$ cat src/rtl/alu_shift_pkg.sv
// rtl/alu_shift_pkg.sv - shift mode and FSM state encodings for the iterative ALU shifter
package alu_shift_pkg;

    localparam logic [1:0] SH_SLL = 2'b00;
    localparam logic [1:0] SH_SRL = 2'b01;
    localparam logic [1:0] SH_SRA = 2'b10;
    localparam logic [1:0] SH_ROL = 2'b11;

    typedef enum logic [1:0] {
        S_IDLE  = 2'd0,
        S_SHIFT = 2'd1,
        S_DONE  = 2'd2
    } state_t;

endpackage

$ cat src/rtl/alu_shift_step.sv
// rtl/alu_shift_step.sv - combinational single-step shifter, k bit positions in one mode
module alu_shift_step
    import alu_shift_pkg::*;
#(
    parameter int WIDTH = 8,
    parameter int AMT_W = 3
) (
    input  logic [WIDTH-1:0] data,
    input  logic [AMT_W-1:0] k,
    input  logic [1:0]       mode,
    output logic [WIDTH-1:0] data_next,
    output logic             carry_next
);

    // One guard bit beyond the word catches the last bit shifted out (zero when k==0).
    logic [WIDTH:0]     sll_w;
    logic [WIDTH:0]     srl_w;
    logic [WIDTH:0]     sra_w;
    logic [2*WIDTH-1:0] rol_w;

    assign sll_w = {1'b0, data} << k;
    assign srl_w = {data, 1'b0} >> k;
    assign sra_w = $unsigned($signed({data, 1'b0}) >>> k);
    assign rol_w = {data, data} << k;

    always_comb begin
        data_next  = data;
        carry_next = 1'b0;
        case (mode)
            SH_SLL: {carry_next, data_next} = sll_w;
            SH_SRL: {data_next, carry_next} = srl_w;
            SH_SRA: {data_next, carry_next} = sra_w;
            SH_ROL: begin
                data_next  = rol_w[2*WIDTH-1:WIDTH];
                carry_next = (k != '0) && rol_w[WIDTH];
            end
            default: begin
                data_next  = data;
                carry_next = 1'b0;
            end
        endcase
    end

endmodule

$ cat src/rtl/alu_shift_unit.sv
// rtl/alu_shift_unit.sv - iterative SLL/SRL/SRA/ROL shifter with valid/ready on both sides
module alu_shift_unit
    import alu_shift_pkg::*;
#(
    parameter int WIDTH = 8,
    parameter int AMT_W = $clog2(WIDTH),
    parameter int STEP  = 1
) (
    input  logic             clk,
    input  logic             rst_n,
    input  logic             in_valid,
    output logic             in_ready,
    input  logic [WIDTH-1:0] in_data,
    input  logic [AMT_W-1:0] in_amt,
    input  logic [1:0]       in_mode,
    output logic             out_valid,
    input  logic             out_ready,
    output logic [WIDTH-1:0] out_data,
    output logic             out_carry,
    output logic             busy
);

    localparam logic [AMT_W:0] STEP_V = (AMT_W+1)'(STEP);

    state_t           state;
    logic [WIDTH-1:0] work;
    logic [AMT_W-1:0] rem;
    logic [AMT_W-1:0] k;
    logic [1:0]       mode_q;
    logic [WIDTH-1:0] step_data;
    logic             step_carry;

    // rem never exceeds WIDTH-1, so the truncated STEP is only picked when it fits.
    assign k        = ({1'b0, rem} > STEP_V) ? STEP_V[AMT_W-1:0] : rem;
    assign in_ready = rst_n && (state == S_IDLE);

    alu_shift_step #(
        .WIDTH (WIDTH),
        .AMT_W (AMT_W)
    ) u_step (
        .data       (work),
        .k          (k),
        .mode       (mode_q),
        .data_next  (step_data),
        .carry_next (step_carry)
    );

    always_ff @(posedge clk) begin
        if (!rst_n) begin
            state     <= S_IDLE;
            work      <= '0;
            rem       <= '0;
            mode_q    <= SH_SLL;
            out_data  <= '0;
            out_carry <= 1'b0;
            out_valid <= 1'b0;
            busy      <= 1'b0;
        end else begin
            case (state)
                S_IDLE: begin
                    if (in_valid) begin
                        work   <= in_data;
                        rem    <= in_amt;
                        mode_q <= in_mode;
                        busy   <= 1'b1;
                        if (in_amt == '0) begin
                            out_data  <= in_data;
                            out_carry <= 1'b0;
                            out_valid <= 1'b1;
                            state     <= S_DONE;
                        end else begin
                            state <= S_SHIFT;
                        end
                    end
                end
                S_SHIFT: begin
                    work <= step_data;
                    rem  <= rem - k;
                    if (rem == k) begin
                        out_data  <= step_data;
                        out_carry <= step_carry;
                        out_valid <= 1'b1;
                        state     <= S_DONE;
                    end
                end
                S_DONE: begin
                    if (out_ready) begin
                        out_valid <= 1'b0;
                        busy      <= 1'b0;
                        state     <= S_IDLE;
                    end
                end
                default: state <= S_IDLE;
            endcase
        end
    end

endmodule

$ cat config.mk
export PLATFORM = sky130hd
export DESIGN_NAME = alu_shift_unit
export DESIGN_NICKNAME = d
export VERILOG_FILES = /design/src/rtl/alu_shift_pkg.sv /design/src/rtl/alu_shift_step.sv /design/src/rtl/alu_shift_unit.sv
export SDC_FILE = /design/constraint.sdc
export NUM_CORES = 1
export LEC_CHECK = 0
export BUFFER_PORTS_ARGS = -buffer_cell sky130_fd_sc_hd__buf_4
export CORE_ASPECT_RATIO = 0.8
export CORE_MARGIN = 2
export CORE_UTILIZATION = 30
export DETAILED_ROUTE_END_ITERATION = 16
export MAX_ROUTING_LAYER = met4
export PLACE_DENSITY = 0.58
export SYNTH_ARGS = -nofsm -noshare
export SYNTH_HDL_FRONTEND = slang
export SYNTH_SLANG_ARGS = --single-unit
$ cat constraint.sdc
create_clock -name clk -period 2.1 [get_ports clk]
set_input_delay 0.42 -clock clk [delete_from_list [all_inputs] [get_ports clk]]
set_output_delay 0.42 -clock clk [all_outputs]
set_load 0.005 [all_outputs]
==> flow_summary.toml, run 1 <==
[sta]
final-hold-violation-count = 0
finalSetupViolCount = 0
rsz0062_at_grt = "no"
setup-tns-final_ns = 0
final_period_minus_worst_setup_slack_ns = 1.750
timing.final.ws_setup_ns = 0.3504
fmax_mhz = 571.5
worst_pin_slew_ns = 0.6814
slew_hr_pct = 54.57
share_of_the_clock_period_used_by_the_worst_path_pct = 83.32
drv_slew = 0
maximum_clock_skew_at_final_layout_ns = 0.0009823

[synth]
synth.yosys.seq_area_share_pct = 37.31
synth_area_per_cell_um2 = 8.830
synth.yosys.warnings = 0
ys_seq_elements = 26
mappedNetlistArea_um2 = 1395
postSynthNetCount = 177
synthCells = 158
synth_enable_flop_cells = 0
yosysUniqueCellTypes = 33
ys.flop_type = "sky130_fd_sc_hd__dfxtp_1"
postSynth.asyncResetShare_pct = 0

[layout]
fill_cells = 466
design.final.nets = 204
layout-area-overhead-vs-synth_pct = 22.51
drive_gt1_share_pct = 28.42
postLayoutCoreUtil_pct = 37.63
final_cells = 243
n_antenna_cell = 0

[pwr]
powerDensity_nw_per_um2 = 760.8
share_seq_of_total_power_pct = 47.6
switchingPower_uw = 430.4
share_of_power_burned_in_combinational_logic_pct = 31.2
total_leakage_power_nw = 0.6940
power.ir.vdd_worst_v = 0.0004231
sw_frac_of_total_pct = 33.10
power_mw = 1.300
share_clk_of_total_power_pct = 21.1
cellInternalPower_uw = 869.9

[clocking]
post_cts_buffers = 0
clk_pin_slew_ns = 0.08
cts.htree.levels = 1
cts_hold_buf = 0
numCtsBuffers = 3
cts_tree = "done"
clock_path_buffers = 2
clock_latency_on_the_worst_skew_pair_ns = 0.26
cts.sinks = 26
post_cts.resized_instances = 0
cell_at_the_root_of_the_clock_tree = "sky130_fd_sc_hd__clkbuf_8"

[drt]
met3_wirelength_um = 167
iter_0_drt_violations = 52
dr_total_vias = 1171
drt.antenna.violating_nets = 0
wire_per_inst_um = 12.70
met1Wirelength_um = 1607
drc_violations_left = 0
highest_layer = "met4"
dr_wl_met2_um = 1292
avgViaCountPerCell = 4.819
drtPass1Iterations = 4
wl_um = 3085

[grt]
grt_overflow = 0
grt_first_pass_wirelength_um = 5230
globalRouteTotalUtil_pct = 13.36
grt_antenna_before_repair = 0
grt_max_degree = 28
first_global_vias = 1036

[die]
die_y_um = 65.00
chipWidth_um = 80.24
placement_rows = 22
design.die.area_um2 = 5215
start_util_pct = 30.72
boundaryPins = 29
core_um2 = 4542

[critical_path]
criticalPathCategory = "reg -> reg"
timing.critical_path.from_type = "flop"
path_max_fanout = 17
crit_required_ns = 2.25
critical-path-max-stage-delay_ns = 0.65
critPathArrivalTime_ns = 1.90
critPathSlowestCell = "sky130_fd_sc_hd__or3_1"
critical_path.most_common_cell = "sky130_fd_sc_hd__a21oi_1"
crit_path_start = "rem[1]"
worstPathCellList = "or3_1 > nor2_1 > a211oi_2 > a21oi_1 > a21oi_1"
r2r_setup_slack_ns = 0.35
regToRegStartpoint = "rem[1]"
cells_on_worst_reg2reg_path = 5
worst_setup_path_end_kind = "flop"

[place]
placed_cells = 240
placement.setup.worst_slack_ns = 0.3915
place.gp.congestion = 0.7336
dp.final_hpwl_um = 2148
place.port_buffers = 28

[hold_path]
hold_class = "in -> reg"
hold_path_depth = 3
worstHoldStart = "in_mode[0]"

[status]
status = "complete, no violations"

[run]
drv_cap = 0
[layout make-up]
cell class	instances	area (um^2)	share of cell area, %
Multi-Input combinational cell	117	813.3	47.58
Sequential cell	26	520.5	30.45
Timing Repair Buffer	32	240.2	14.06
Tap cell	60	75.07	4.392
Clock buffer	3	41.29	2.416
Inverter	5	18.77	1.098
[path summary, 6_finish.rpt]
path / to
min: mode_q[0]
min reg2reg: out_data[7]
max reg2reg: work[4]
max: work[4]
[worst max-delay path: cells and delay by family, from the launching register on]
kind / cells / cell delay [ns]
flip-flops: 1 / 0.34
AO/OA/AOI/OAI: 3 / 0.41
AND/OR/NAND/NOR: 2 / 0.87
[cells in the mapped netlist, drive strengths merged, types with 2 or more instances]
cell | n | area (um^2)
o211ai | 5 | 37.54
a211oi | 6 | 75.07
a31oi | 2 | 12.51
nor2 | 13 | 48.80
ha | 2 | 25.02
buf | 4 | 20.02
inv | 5 | 18.77
nand2b | 3 | 18.77
nand2 | 8 | 30.03
clkbuf | 6 | 22.52
o211a | 3 | 30.03
o21ai | 19 | 95.09
a21oi | 19 | 125.1
mux2i | 11 | 110.1
nor3 | 2 | 10.01
nor2b | 8 | 50.05
a32oi | 2 | 17.52
dfxtp | 26 | 520.5
[power groups by stage]
| stage | Clock (mW) | Combinational, mW | Sequential [mW] |
|---|---|---|---|
| 2_1_floorplan | 0 | 0.295 | 0.610 |
| 4_1_cts | 0.290 | 0.410 | 0.619 |
| 5_1_grt | 0.306 | 0.458 | 0.630 |
| 3_3_place_gp | 0 | 0.405 | 0.628 |
| 6_report | 0.275 | 0.406 | 0.619 |
| 3_5_place_dp | 0 | 0.407 | 0.629 |
[sequential cells by signal (all words and copies together), names as in the netlist]
name,flops
out_data,8
out_valid,1
state,2
busy,1
mode_q,2
out_carry,1
rem,3
work,8
[per-layer routing]
layer | global-route usage [%] | up-vias
met5 | - | -
met4 | 2.542 | 0
met3 | 3.900 | 2
met2 | 18.33 | 26
met1 | 19.42 | 518
li1 | - | 625
[logic make-up after synthesis]
group | Yosys count | share of synthesized area, %
xor gates and xnor gates | 1 | 1.973
adders and majority gates | 2 | 1.793
and+or+nand+nor | 40 | 14.08
DFF | 26 | 37.31
muxes | 12 | 8.700
AOI/OAI and AO/OA | 62 | 31.75
buffers and inverters | 15 | 4.395
[cell usage in the layout, fill, tap and decap left out]
master,instances
sky130_fd_sc_hd__a211oi_2,6
sky130_fd_sc_hd__o21bai_1,1
sky130_fd_sc_hd__nand3b_1,1
sky130_fd_sc_hd__xor2_4,1
sky130_fd_sc_hd__mux2_2,1
sky130_fd_sc_hd__nor3b_1,1
sky130_fd_sc_hd__a21oi_1,11
sky130_fd_sc_hd__mux2i_1,11
sky130_fd_sc_hd__a32oi_1,2
sky130_fd_sc_hd__dfxtp_1,26
sky130_fd_sc_hd__o211a_1,3
sky130_fd_sc_hd__and2_1,1
sky130_fd_sc_hd__nor3_1,2
sky130_fd_sc_hd__a22oi_1,1
sky130_fd_sc_hd__a31oi_1,2
sky130_fd_sc_hd__a21oi_2,8
sky130_fd_sc_hd__o21ai_0,19
sky130_fd_sc_hd__buf_4,32
sky130_fd_sc_hd__nor2_1,13
sky130_fd_sc_hd__inv_1,5
sky130_fd_sc_hd__o211ai_1,5
sky130_fd_sc_hd__nand2_1,8
sky130_fd_sc_hd__o221a_2,1
sky130_fd_sc_hd__a21boi_0,1
sky130_fd_sc_hd__clkbuf_8,3
sky130_fd_sc_hd__ha_1,2
sky130_fd_sc_hd__nor2b_1,8
sky130_fd_sc_hd__or3_1,1
sky130_fd_sc_hd__o2111ai_1,1
sky130_fd_sc_hd__and3_1,1
sky130_fd_sc_hd__nand3_1,1
sky130_fd_sc_hd__nand2b_1,3
sky130_fd_sc_hd__o21a_1,1
[through the flow]
step                cell area, um^2  hold WS [ns]
floorplan                      1395        0.4525
global placement               1668        0.4654
detailed placement             1668        0.4604
CTS                            1709        0.4011
global route                   1709        0.4116
finish                         1709        0.4074
Power figures use the tool's default switching activity.
==> run 2, diff against run 1 <==
==> constraint.sdc (replaced) <==
create_clock -name clk -period 1.7 [get_ports clk]
set_input_delay 0.34 -clock clk [delete_from_list [all_inputs] [get_ports clk]]
set_output_delay 0.34 -clock clk [all_outputs]
set_load 0.005 [all_outputs]
==> flow_summary.toml, run 2 (synthesis gave the netlist of run 1 again) <==
[critical_path]
criticalPathCategory = "reg -> reg"
setup.worst_path.end = "out_data[4]"
critPathSlowestCell = "sky130_fd_sc_hd__dfxtp_1"
cells_on_worst_reg2reg_path = 8
critical_path.most_common_cell = "sky130_fd_sc_hd__buf_4"
critical-path-max-stage-delay_ns = 0.35
critPathArrivalTime_ns = 1.72
worst_setup_path_end_kind = "flop"
timing.critical_path.from_type = "flop"
r2r_setup_slack_ns = 0.14
worstReg2RegEnd = "out_data[4]"
crit_required_ns = 1.86
regToRegStartpoint = "rem[1]"
crit_path_start = "rem[1]"
path_max_fanout = 8
worstPathCellList = "buf_4 > inv_1 > ha_1 > a32oi_1 > nor2_2 > buf_4 > o21ai_0 > a21oi_2"

[layout]
fill_cells = 480
design.final.nets = 213
layout.area.seq_um2 = 520.5
multi_input_area_um2 = 820.8
commonest_cells_after_routing_fill_and_taps_aside = "sky130_fd_sc_hd__buf_4 (39), sky130_fd_sc_hd__dfxtp_1 (26), sky130_fd_sc_hd__o21ai_0 (18)"
n_antenna_cell = 0
postLayoutCellArea_um2 = 1800
postLayoutCoreUtil_pct = 39.64
largestRegisters = "out_data: 8 flops, work: 8 flops, rem: 3 flops"
drive_gt1_share_pct = 32.81
layout-area-overhead-vs-synth_pct = 29.06
layout.cells.most_common = "sky130_fd_sc_hd__buf_4"
final_cells = 252

[clocking]
cell_at_the_root_of_the_clock_tree = "sky130_fd_sc_hd__clkbuf_8"
cts_tree = "done"
cts.sinks = 26
post_cts.resized_instances = 0
clock_latency_on_the_worst_skew_pair_ns = 0.27
clk_pin_slew_ns = 0.09
cts_hold_buf = 0
clock_path_buffers = 2
cts.htree.levels = 1
post_cts_buffers = 0
numCtsBuffers = 3

[hold_path]
hold_class = "in -> reg"
worstHoldStart = "in_mode[0]"

[drt]
met1Wirelength_um = 1713
avgViaCountPerCell = 4.813
wire_per_inst_um = 12.68
highest_layer = "met4"
met3_wirelength_um = 151
iter_0_drt_violations = 72
drc_violations_left = 0
drtPass1Iterations = 4
dr_wl_met2_um = 1312
dr_total_vias = 1213
drt.antenna.violating_nets = 0
wl_um = 3196

[sta]
fmax_mhz = 639.1
maximum_clock_skew_at_final_layout_ns = 0.004066
share_of_the_clock_period_used_by_the_worst_path_pct = 92.05
drv_slew = 0
slew_hr_pct = 74.28
timing.final.ws_setup_ns = 0.1352
finalSetupViolCount = 0
worst_pin_slew_ns = 0.3853
final_period_minus_worst_setup_slack_ns = 1.565
final-hold-violation-count = 0
setup-tns-final_ns = 0
whs_ns = 0.3311

[die]
design.die.area_um2 = 5215
start_util_pct = 30.72
core_um2 = 4542
chipWidth_um = 80.24
boundaryPins = 29
die_y_um = 65.00
placement_rows = 22

[place]
placed_area_um2 = 1748
dp.final_hpwl_um = 2312
place.gp.congestion = 0.7889
placement.setup.worst_slack_ns = 0.08753
place.port_buffers = 28
placed_cells = 249

[grt]
grt_overflow = 0
grt_antenna_before_repair = 0
grt_max_degree = 28
globalRouteTotalUtil_pct = 13.75
grt_first_pass_wirelength_um = 5499
first_global_vias = 1145

[status]
status = "complete, no violations"

[pwr]
power_mw = 1.679
total_leakage_power_nw = 0.7457
powerDensity_nw_per_um2 = 932.3
power.ir.vdd_worst_v = 0.0004418

[run]
drv_cap = 0
==> run 2: metal layers <==
layer | vias to the layer above | global-route usage [%]
met4 | 0 | 2.542
met5 | - | -
met3 | 2 | 3.621
li1 | 637 | -
met1 | 549 | 19.69
met2 | 25 | 19.58
==> run 2: worst min-delay path by stage <==
stage / endpoint / slack [ns] / cells after the start
final: mode_q[0] / 0.33 / 3
after global routing: mode_q[0] / 0.35 / 3
after CTS: mode_q[0] / 0.33 / 3
after detailed placement: out_data[7] / 0.48 / 2
after global placement: out_data[7] / 0.47 / 2
after floorplan: out_data[7] / 0.45 / 2
==> run 2: area by class of cell <==
| type | instances | area share [%] |
|---|---|---|
| inverters | 5 | 1.042 |
| repair buffers | 41 | 18.00 |
| flip-flops and latches | 26 | 28.91 |
| multi-input cells | 117 | 45.59 |
| clock buffers | 3 | 2.293 |
| well taps | 60 | 4.170 |
==> run 2: critical path: cells and delay by family (launching register included) <==
kind | cells | cell delay [ns]
AO/OA/AOI/OAI | 3 | 0.46
buffers and inverters | 3 | 0.35
AND/OR/NAND/NOR | 1 | 0.08
adder cells (fa/ha/maj) | 1 | 0.22
flip-flops | 1 | 0.35
==> run 2: report_power, final <==
part	switching (mW)	total [mW]	internal [mW]
combinational	0.289	0.576	0.287
clock	0.185	0.344	0.159
sequential	0.0740	0.759	0.685
